File: src/rtl/rca_operand_stager_pkg.sv
// Shared definitions for the ripple-carry operand stager: default width,
// FSM state encoding and settle-counter width.
package rca_operand_stager_pkg;

  localparam int WIDTH_DEF = 27;
  localparam int CNT_W     = 4;

  typedef enum logic [1:0] {
    ST_IDLE   = 2'd0,
    ST_SETTLE = 2'd1,
    ST_HOLD   = 2'd2
  } state_e;

endpackage

File: src/rtl/rca_operand_stager_if.sv
// Operand/result handshake bundle for rca_operand_stager. o_check_err exists
// only when RCA_STAGER_SELF_CHECK_EN is defined.
interface rca_operand_stager_if
  import rca_operand_stager_pkg::*;
#(
  parameter int WIDTH = WIDTH_DEF
);
  logic             i_valid;
  logic             o_ready;
  logic [WIDTH-1:0] i_add_term1;
  logic [WIDTH-1:0] i_add_term2;
  logic             o_valid;
  logic             i_ready;
  logic [WIDTH:0]   o_result;
  logic             o_busy;
`ifdef RCA_STAGER_SELF_CHECK_EN
  logic             o_check_err;
`endif

  modport slave (
    input  i_valid, i_add_term1, i_add_term2, i_ready,
    output o_ready, o_valid, o_result, o_busy
`ifdef RCA_STAGER_SELF_CHECK_EN
    , output o_check_err
`endif
  );

  modport master (
    output i_valid, i_add_term1, i_add_term2, i_ready,
    input  o_ready, o_valid, o_result, o_busy
`ifdef RCA_STAGER_SELF_CHECK_EN
    , input o_check_err
`endif
  );
endinterface

File: src/rtl/rca_operand_stager_adder.sv
// Purely combinational ripple-carry adder built from a chain of full-adder
// cells; the carry out becomes the top bit of the sum.
module ripple_carry_adder_27bit #(
  parameter int WIDTH = 27
) (
  input  logic [WIDTH-1:0] a_i,
  input  logic [WIDTH-1:0] b_i,
  output logic [WIDTH:0]   sum_o
);

  logic carry;

  // NOTE: every variable assigned in always_comb gets a value before any
  // branch or loop, otherwise synthesis infers a latch to hold the old value.
  always_comb begin
    carry = 1'b0;
    sum_o = '0;
    for (int i = 0; i < WIDTH; i++) begin
      sum_o[i] = a_i[i] ^ b_i[i] ^ carry;
      carry    = (a_i[i] & b_i[i]) | (carry & (a_i[i] ^ b_i[i]));
    end
    sum_o[WIDTH] = carry;
  end

endmodule

File: src/rtl/rca_operand_stager.sv
// Holds an operand pair stable across the adder ripple window, then presents
// the registered sum downstream. Optional self-check: RCA_STAGER_SELF_CHECK_EN.
module rca_operand_stager
  import rca_operand_stager_pkg::*;
#(
  parameter int WIDTH         = WIDTH_DEF,
  parameter int SETTLE_CYCLES = 2
) (
  input  logic                 i_clk,
  input  logic                 i_rst_n,
  rca_operand_stager_if.slave  bus
);

  if (SETTLE_CYCLES < 1 || SETTLE_CYCLES > 15) begin : g_settle_range
    $error("rca_operand_stager: SETTLE_CYCLES must be within 1..15");
  end

  localparam logic [CNT_W-1:0] CNT_LOAD = CNT_W'(SETTLE_CYCLES - 1);

  state_e           state_q,  state_d;
  logic [CNT_W-1:0] cnt_q,    cnt_d;
  logic [WIDTH-1:0] a_q,      a_d;
  logic [WIDTH-1:0] b_q,      b_d;
  logic [WIDTH:0]   result_q, result_d;
  logic             valid_q,  valid_d;
  logic             ready;
  logic             capture;
  logic [WIDTH:0]   sum_w;

  ripple_carry_adder_27bit #(.WIDTH(WIDTH)) u_adder (
    .a_i   (a_q),
    .b_i   (b_q),
    .sum_o (sum_w)
  );

  always_comb begin
    state_d  = state_q;
    cnt_d    = cnt_q;
    a_d      = a_q;
    b_d      = b_q;
    result_d = result_q;
    valid_d  = valid_q;
    ready    = 1'b0;
    capture  = 1'b0;

    unique case (state_q)
      ST_IDLE: begin
        ready = 1'b1;
      end
      ST_SETTLE: begin
        if (cnt_q == '0) begin
          capture  = 1'b1;
          result_d = sum_w;
          valid_d  = 1'b1;
          state_d  = ST_HOLD;
        end else begin
          cnt_d = cnt_q - 1'b1;
        end
      end
      ST_HOLD: begin
        // A new pair may only enter on the same edge the result leaves.
        ready = bus.i_ready;
        if (bus.i_ready) begin
          valid_d = 1'b0;
          state_d = ST_IDLE;
        end
      end
      default: state_d = ST_IDLE;
    endcase

    if (ready && bus.i_valid) begin
      a_d     = bus.i_add_term1;
      b_d     = bus.i_add_term2;
      cnt_d   = CNT_LOAD;
      state_d = ST_SETTLE;
    end
  end

  // NOTE: sequential state uses non-blocking assignments so every register
  // samples the pre-edge values, independent of statement order.
  always_ff @(posedge i_clk) begin
    if (!i_rst_n) begin
      state_q  <= ST_IDLE;
      cnt_q    <= '0;
      a_q      <= '0;
      b_q      <= '0;
      result_q <= '0;
      valid_q  <= 1'b0;
    end else begin
      state_q  <= state_d;
      cnt_q    <= cnt_d;
      a_q      <= a_d;
      b_q      <= b_d;
      result_q <= result_d;
      valid_q  <= valid_d;
    end
  end

  assign bus.o_ready  = ready;
  assign bus.o_valid  = valid_q;
  assign bus.o_result = result_q;
  assign bus.o_busy   = (state_q != ST_IDLE);

`ifdef RCA_STAGER_SELF_CHECK_EN
  logic           err_q, err_d;
  logic [WIDTH:0] ref_sum;

  always_comb begin
    ref_sum = (WIDTH+1)'(a_q) + (WIDTH+1)'(b_q);
    err_d   = err_q | (capture && (sum_w != ref_sum));
  end

  always_ff @(posedge i_clk) begin
    if (!i_rst_n) err_q <= 1'b0;
    else          err_q <= err_d;
  end

  assign bus.o_check_err = err_q;
`else
  logic unused_capture;
  assign unused_capture = capture;
`endif

endmodule

File: src/flat_wrapper.sv
// flat-port wrapper written by rule: the top's interface ports become plain ports
module rca_operand_stager_flat import rca_operand_stager_pkg::*;
#(
  parameter int WIDTH         = WIDTH_DEF,
  parameter int SETTLE_CYCLES = 2
)
  (i_clk, i_rst_n, bus_i_valid, bus_i_add_term1, bus_i_add_term2, bus_i_ready, bus_o_ready, bus_o_valid, bus_o_result, bus_o_busy);
  rca_operand_stager_if #(.WIDTH(WIDTH)) bus_i ();
  input  logic i_clk;
  input  logic i_rst_n;
  input wire logic [$bits(bus_i.i_valid)-1:0] bus_i_valid;
  input wire logic [$bits(bus_i.i_add_term1)-1:0] bus_i_add_term1;
  input wire logic [$bits(bus_i.i_add_term2)-1:0] bus_i_add_term2;
  input wire logic [$bits(bus_i.i_ready)-1:0] bus_i_ready;
  output wire logic [$bits(bus_i.o_ready)-1:0] bus_o_ready;
  output wire logic [$bits(bus_i.o_valid)-1:0] bus_o_valid;
  output wire logic [$bits(bus_i.o_result)-1:0] bus_o_result;
  output wire logic [$bits(bus_i.o_busy)-1:0] bus_o_busy;
  assign bus_i.i_valid = bus_i_valid;
  assign bus_i.i_add_term1 = bus_i_add_term1;
  assign bus_i.i_add_term2 = bus_i_add_term2;
  assign bus_i.i_ready = bus_i_ready;
  assign bus_o_ready = bus_i.o_ready;
  assign bus_o_valid = bus_i.o_valid;
  assign bus_o_result = bus_i.o_result;
  assign bus_o_busy = bus_i.o_busy;
  rca_operand_stager #(.WIDTH(WIDTH), .SETTLE_CYCLES(SETTLE_CYCLES)) u_core (.i_clk(i_clk), .i_rst_n(i_rst_n), .bus(bus_i));
endmodule
File: config.mk
export PLATFORM = sky130hd
export DESIGN_NAME = rca_operand_stager_flat
export DESIGN_NICKNAME = d
export VERILOG_FILES = /design/src/rtl/rca_operand_stager_pkg.sv /design/src/rtl/rca_operand_stager_if.sv /design/src/rtl/rca_operand_stager_adder.sv /design/src/rtl/rca_operand_stager.sv /design/src/flat_wrapper.sv
export SDC_FILE = /design/constraint.sdc
export NUM_CORES = 1
export LEC_CHECK = 0
export CORE_UTILIZATION = 50
export DETAILED_ROUTE_END_ITERATION = 16
export PLACE_DENSITY_LB_ADDON = 0.3
export SLEW_MARGIN = 15
export SYNTH_ARGS = -nofsm -noshare
export SYNTH_HDL_FRONTEND = slang
export SYNTH_SLANG_ARGS = --single-unit
File: constraint.sdc
create_clock -name i_clk -period 16.1 [get_ports i_clk]
set_input_delay 3.22 -clock i_clk [delete_from_list [all_inputs] [get_ports i_clk]]
set_output_delay 3.22 -clock i_clk [all_outputs]
set_load 0.02 [all_outputs]
======== Yosys cells after proc, flatten, opt, wreduce, memory -nomap -nowiden ========
Index checks and enable logic that the tools add are counted.
cells by class
  add/subtract/negate cells ............... 1
  $mul .................................... 0
  divide/modulo/power cells ............... 0
  $lt $le $gt $ge ......................... 0
  equality and inequality tests ........... 8
  shift operators ......................... 0
  mux-type cells .......................... 11
  bitwise gates (word level) .............. 135
  reduce and logical (&&, ||, !) cells .... 13
operators by type and width
  kind                                                                    count
  1-bit AND                                                               53
  1-bit bitwise XOR                                                       53
  1-bit bitwise OR                                                        26
  3-bit AND reduction                                                     3
  1-bit two-way mux                                                       6
  2-bit case mux with 3 select lines                                      1
  2-bit AND reduction                                                     3
  2-bit nonzero test                                                      3
  4-bit logical NOT                                                       1
  2-bit two-way mux                                                       2
  2-bit by 1-bit != test with 1-bit output (second input constant)        2
  2-bit != test (second input constant)                                   2
  1-bit case mux with 2 select lines                                      2
  4-bit by 1-bit subtractor with 4-bit output (second input constant)     1
  3-bit by 1-bit != test with 1-bit output (second input constant)        1
  3-bit by 2-bit != test with 1-bit output (second input constant)        1
  1-bit NOT                                                               3
  2-bit by 1-bit equality test with 1-bit output (second input constant)  1
  2-bit equality test (second input constant)                             1
  2-bit logical NOT                                                       1
  2-bit OR reduction                                                      1
  1-bit logical AND                                                       1
word-level totals
  register bits ........................... 89
  bits in latches ......................... 0
  RAM bits ................................ 0
  bits in read-only memories .............. 0
  input port bits ......................... 58
  logic and storage cells ................. 176
  memories kept ........................... 0

======== Depth between registers and ports, before layout ========
  depth after elaboration ................. 53
  mapped depth ............................ 31

======== Cells and area by module ========
A second synthesis with hierarchy kept.
unflattened totals
  cell total of the unflattened synthesis .. 454
  area total of the unflattened synthesis .. 4234.1 um^2
modules (own cells, without submodules)
  module                    instances  cells each  area an instance (um^2)  sequential area each (um^2)
  rca_operand_stager        1          416         3656.0                   1781.7
  ripple_carry_adder_27bit  1          38          578.1                    0.0

======== Worst setup path after synthesis ========
No wires, ideal clock.
  kind .................................... flip-flop to flip-flop
  from .................................... register u_core.b_q[0]
  to ...................................... register u_core.result_q[26], in the netlist u_core.bus.o_result[26]
  library setup time ...................... 86 ps
  arrival time ............................ 11684 ps
  setup slack ............................. 4330 ps
  stages on the path, launching flop included .. 32
  period minus slack after synthesis ...... 11770 ps
  cell sequence ........................... dfxtp_1 -> ha_1 -> fa_1 -> fa_1 -> fa_1 -> fa_1 -> fa_1 -> fa_1 -> fa_1 -> fa_1 -> fa_1 -> fa_1 -> fa_1 -> fa_1 -> fa_1 -> fa_1 -> fa_1 -> inv_1 -> fa_1 -> inv_1 -> fa_1 -> fa_1 -> fa_1 -> fa_1 -> fa_1 -> fa_1 -> fa_1 -> fa_1 -> fa_1 -> inv_1 -> fa_1 -> a211oi_1
on the way
  cells in the longest elaborated chain, start to end .. 52
ends and longest elaborated chain
  item                     line                            source
  start, declared          rca_operand_stager.sv:23        logic [WIDTH-1:0] b_q, b_d;
  start signal, assigned   rca_operand_stager.sv:86        b_q <= '0;
  start signal, assigned   rca_operand_stager.sv:93        b_q <= b_d;
  1-bit AND (2 in series)  rca_operand_stager_adder.sv:20  carry = (a_i[i] & b_i[i]) | (carry & (a_i[i] ^ b_i[i]));
  1-bit bitwise OR         rca_operand_stager_adder.sv:20
  1-bit AND                rca_operand_stager_adder.sv:20
  1-bit bitwise OR         rca_operand_stager_adder.sv:20
  1-bit AND                rca_operand_stager_adder.sv:20
  1-bit bitwise OR         rca_operand_stager_adder.sv:20
  1-bit AND                rca_operand_stager_adder.sv:20
  1-bit bitwise OR         rca_operand_stager_adder.sv:20
  [35 not listed]          -
  1-bit bitwise OR         rca_operand_stager_adder.sv:20
  1-bit AND                rca_operand_stager_adder.sv:20
  1-bit bitwise OR         rca_operand_stager_adder.sv:20
  1-bit AND                rca_operand_stager_adder.sv:20
  1-bit bitwise OR         rca_operand_stager_adder.sv:20
  1-bit AND                rca_operand_stager_adder.sv:20
  1-bit bitwise OR         rca_operand_stager_adder.sv:20
  1-bit bitwise XOR        rca_operand_stager_adder.sv:19  sum_o[i] = a_i[i] ^ b_i[i] ^ carry;
  end signal, assigned     rca_operand_stager.sv:94        result_q <= result_d;
  end, declared            rca_operand_stager.sv:24        logic [WIDTH:0] result_q, result_d;
No other way between the ends.
A chain may end at the register's enable or synchronous reset.

======== Final worst setup path ========
Same ends and word-level chain as after synthesis.

==> results.yml <==
critical_path:
  path_buf_inv: 3
  critical_path.most_common_cell: "fa_1"
  end_kind: "flip-flop"
  crit_fanout: 2
  slowest_delay_ns: 0.48
  required_ns: 16.38
  cp_data_arrival_time_ns: 12.47
  cp_slowest_cell: "fa_1"
  cp-start-kind: "flip-flop"
  critPathTopFamily: "adder cells"
  path_class: "flip-flop to flip-flop"
yosys:
  synthTopCellsByCount: "89 x dfxtp_1, 85 x a21oi_1, 79 x nand3_1, 72 x o21ai_1, 26 x fa_1"
  synth_warnings: 0
  ys.flop_type: "dfxtp_1"
  synth_area_um2: 4020
  yosysTopAreaCell: "dfxtp_1"
  ys_types: 28
  yosysMostFrequentCell: "dfxtp_1"
  syn_avg_cell_area_um2: 8.98
  synth_top_cell_area_share_pct: 44.3
  synth-edff-count: 0
  synthTopCellsByArea: "dfxtp_1 44%, fa_1 13%, a21oi_1 11%"
  ys_ff_latch: 89
  synth.net_count: 534
  syn_inst: 448
  async_flop_share_pct: 0
  synth_seq_area_share_pct: 44.3
global_routing:
  grt_pass1_wl_um: 16100
  grt_pass1_vias: 3345
  antenna_found_initial: 0
  overflow: 0
  grt_use_total_pct: 24.0
  grt_max_degree: 58
floorplanning:
  num_rows: 32
  die_area_um2: 8410
  die_h_um: 91.7
  coreArea_um2: 7770
  die_width_um: 91.7
  num_io_pins: 89
  start_util_pct: 51.8
clock_tree:
  cts_hold_buffers: 0
  cts_root_buffer: "clkbuf_8"
  h-tree-depth: 3
  cts_sinks: 89
  clk_latency_ns: 0.36
  cts_post_setup_buffers_inserted: 0
  cts_resized: 0
  cts_made_buffers: 9
  path_clk_slew_ns: 0.09
  tritoncts: "done"
  cts_buffer_depth: 2
placed_design:
  io_buffers: 88
  routabilityCongestion: 0.825
  postPlaceCellArea_um2: 4850
  dp_hpwl_um: 6530
route:
  drc: 0
  drtIter0Drc: 322
  avgRoutedWirePerCell_um: 16.1
  via_per_inst: 5.75
  totalWireLength_um: 9840
  drtPass1Iterations: 5
  antenna_left: 0
  vias: 3517
layout:
  n_antenna_cell: 0
  n_fill_cell: 649
  final_layout_size_suffix_gt1_share_pct: 5.88
  final_area_um2: 5120
  area.growth.synth_to_final_pct: 27.1
  nets: 591
  final_util_pct: 65.9
sta:
  timing.final.crit_share_pct: 75.7
  setup_viol: 0
  period_needed_ns: 12.19
  fmax_ghz: 0.0820
  finClkSkew_ns: 0.0119
  drv_slew: 0
  finalHoldViolCount: 0
  tightest_slew_ns: 1.09
  setup-tns-final_ns: 0
  maxSlewHeadroom_pct: 27.4
  grt_setup_unrepaired: "false"
pwr:
  clkPwrFrac_pct: 33.3
  internal-power_mw: 0.363
  p_switching_mw: 0.144
  p_leak_nw: 1.84
  swShare_pct: 28.5
  p_comb_share_pct: 18.5
  p_per_area_nw_per_um2: 99.2
  p_seq_share_pct: 48.2
  ir_worst_vdd_v: 0.0000516
min_path:
  min-delay-path-class: "flip-flop to flip-flop"
job:
  maxCapViolCount: 0
outcome:
  status: "complete, no violations"
## worst reg2reg max path, delay by kind of cell (launching register included)
kind	cells	cell delay, ns
compound gates	1	0.20
fa+ha+maj	27	11.39
buf+inv	3	0.22
flops	1	0.32
## registers in the layout, indices dropped and copies added, names as in the netlist
name and cells:
u_core.a_q 27, u_core.b_q 27, u_core.bus.o_result 28, u_core.bus.o_valid 1
u_core.cnt_q 4, u_core.state_q 2
## per-stage QoR
stage                     power, mW  cells  hold slack [ns]  setup WS (ns)
after floorplan               0.304    448            0.454           4.33
after global placement        0.337    594            0.469           4.07
after detailed placement      0.341    594            0.472           3.91
after CTS                     0.505    610            0.484           3.89
after global routing          0.528    612            0.507           3.44
final                         0.507    612            0.483           3.91
## cells in the final DEF, fill, tap and decap left out, types with 3 or more instances in the layout
| cell | count |
|---|---|
| o21ai_0 | 10 |
| o21ai_1 | 72 |
| a211oi_1 | 5 |
| inv_1 | 10 |
| fa_1 | 26 |
| nand3_1 | 79 |
| clkdlybuf4s50_1 | 88 |
| nand2b_2 | 3 |
| a21oi_1 | 85 |
| nor2_1 | 4 |
| clkbuf_8 | 9 |
| nor2b_4 | 3 |
| dfxtp_1 | 89 |
## kinds of logic (layout without fill, tap and decap cells)
family	Yosys count	in the layout	synth area share (%)
AO/OA/AOI/OAI	176	176	22.5
adder cells (fa/ha/maj)	28	28	13.6
buffers and inverters	57	119	6.75
flip-flops	89	89	44.3
AND/OR/NAND/NOR	98	98	12.9
## final timing paths
kind | from | to | slack, ns | depth (start not counted)
setup / recovery | u_core.b_q[0] | u_core.bus.o_result[26] | 3.91 | 31
hold / removal | u_core.bus.o_result[0] | u_core.bus.o_result[0] | 0.48 | 2
setup reg to reg | u_core.b_q[0] | u_core.bus.o_result[26] | 3.91 | 31
hold reg to reg | u_core.bus.o_result[0] | u_core.bus.o_result[0] | 0.48 | 2
## metal layers
metal | share of wire [%] | global-route usage [%] | vias up
met5 | 0 | 0 | -
met2 | 48 | 38.0 | 136
met4 | 1.0 | 7.81 | 0
met3 | 5.9 | 3.57 | 9
li1 | - | - | 1693
met1 | 45 | 33.9 | 1679
## final cells by class
class	instances	area (um^2)	share of cell area, %
clock buffers	9	124	2.42
clock inverters	7	93.8	1.83
inverters	11	41.3	0.807
multi-input cells	302	2000	39.2
flip-flops and latches	89	1780	34.8
well taps	102	128	2.49
repair buffers	92	943	18.4
## power by group through the flow
stage / clock network (mW) / logic, mW / registers [mW]
after floorplan: 0 / 0.0530 / 0.251
after global placement: 0 / 0.0888 / 0.249
after detailed placement: 0 / 0.0912 / 0.249
after CTS: 0.169 / 0.0919 / 0.244
after global routing: 0.179 / 0.102 / 0.246
final: 0.169 / 0.0940 / 0.244
Power figures use the tool's default switching activity.
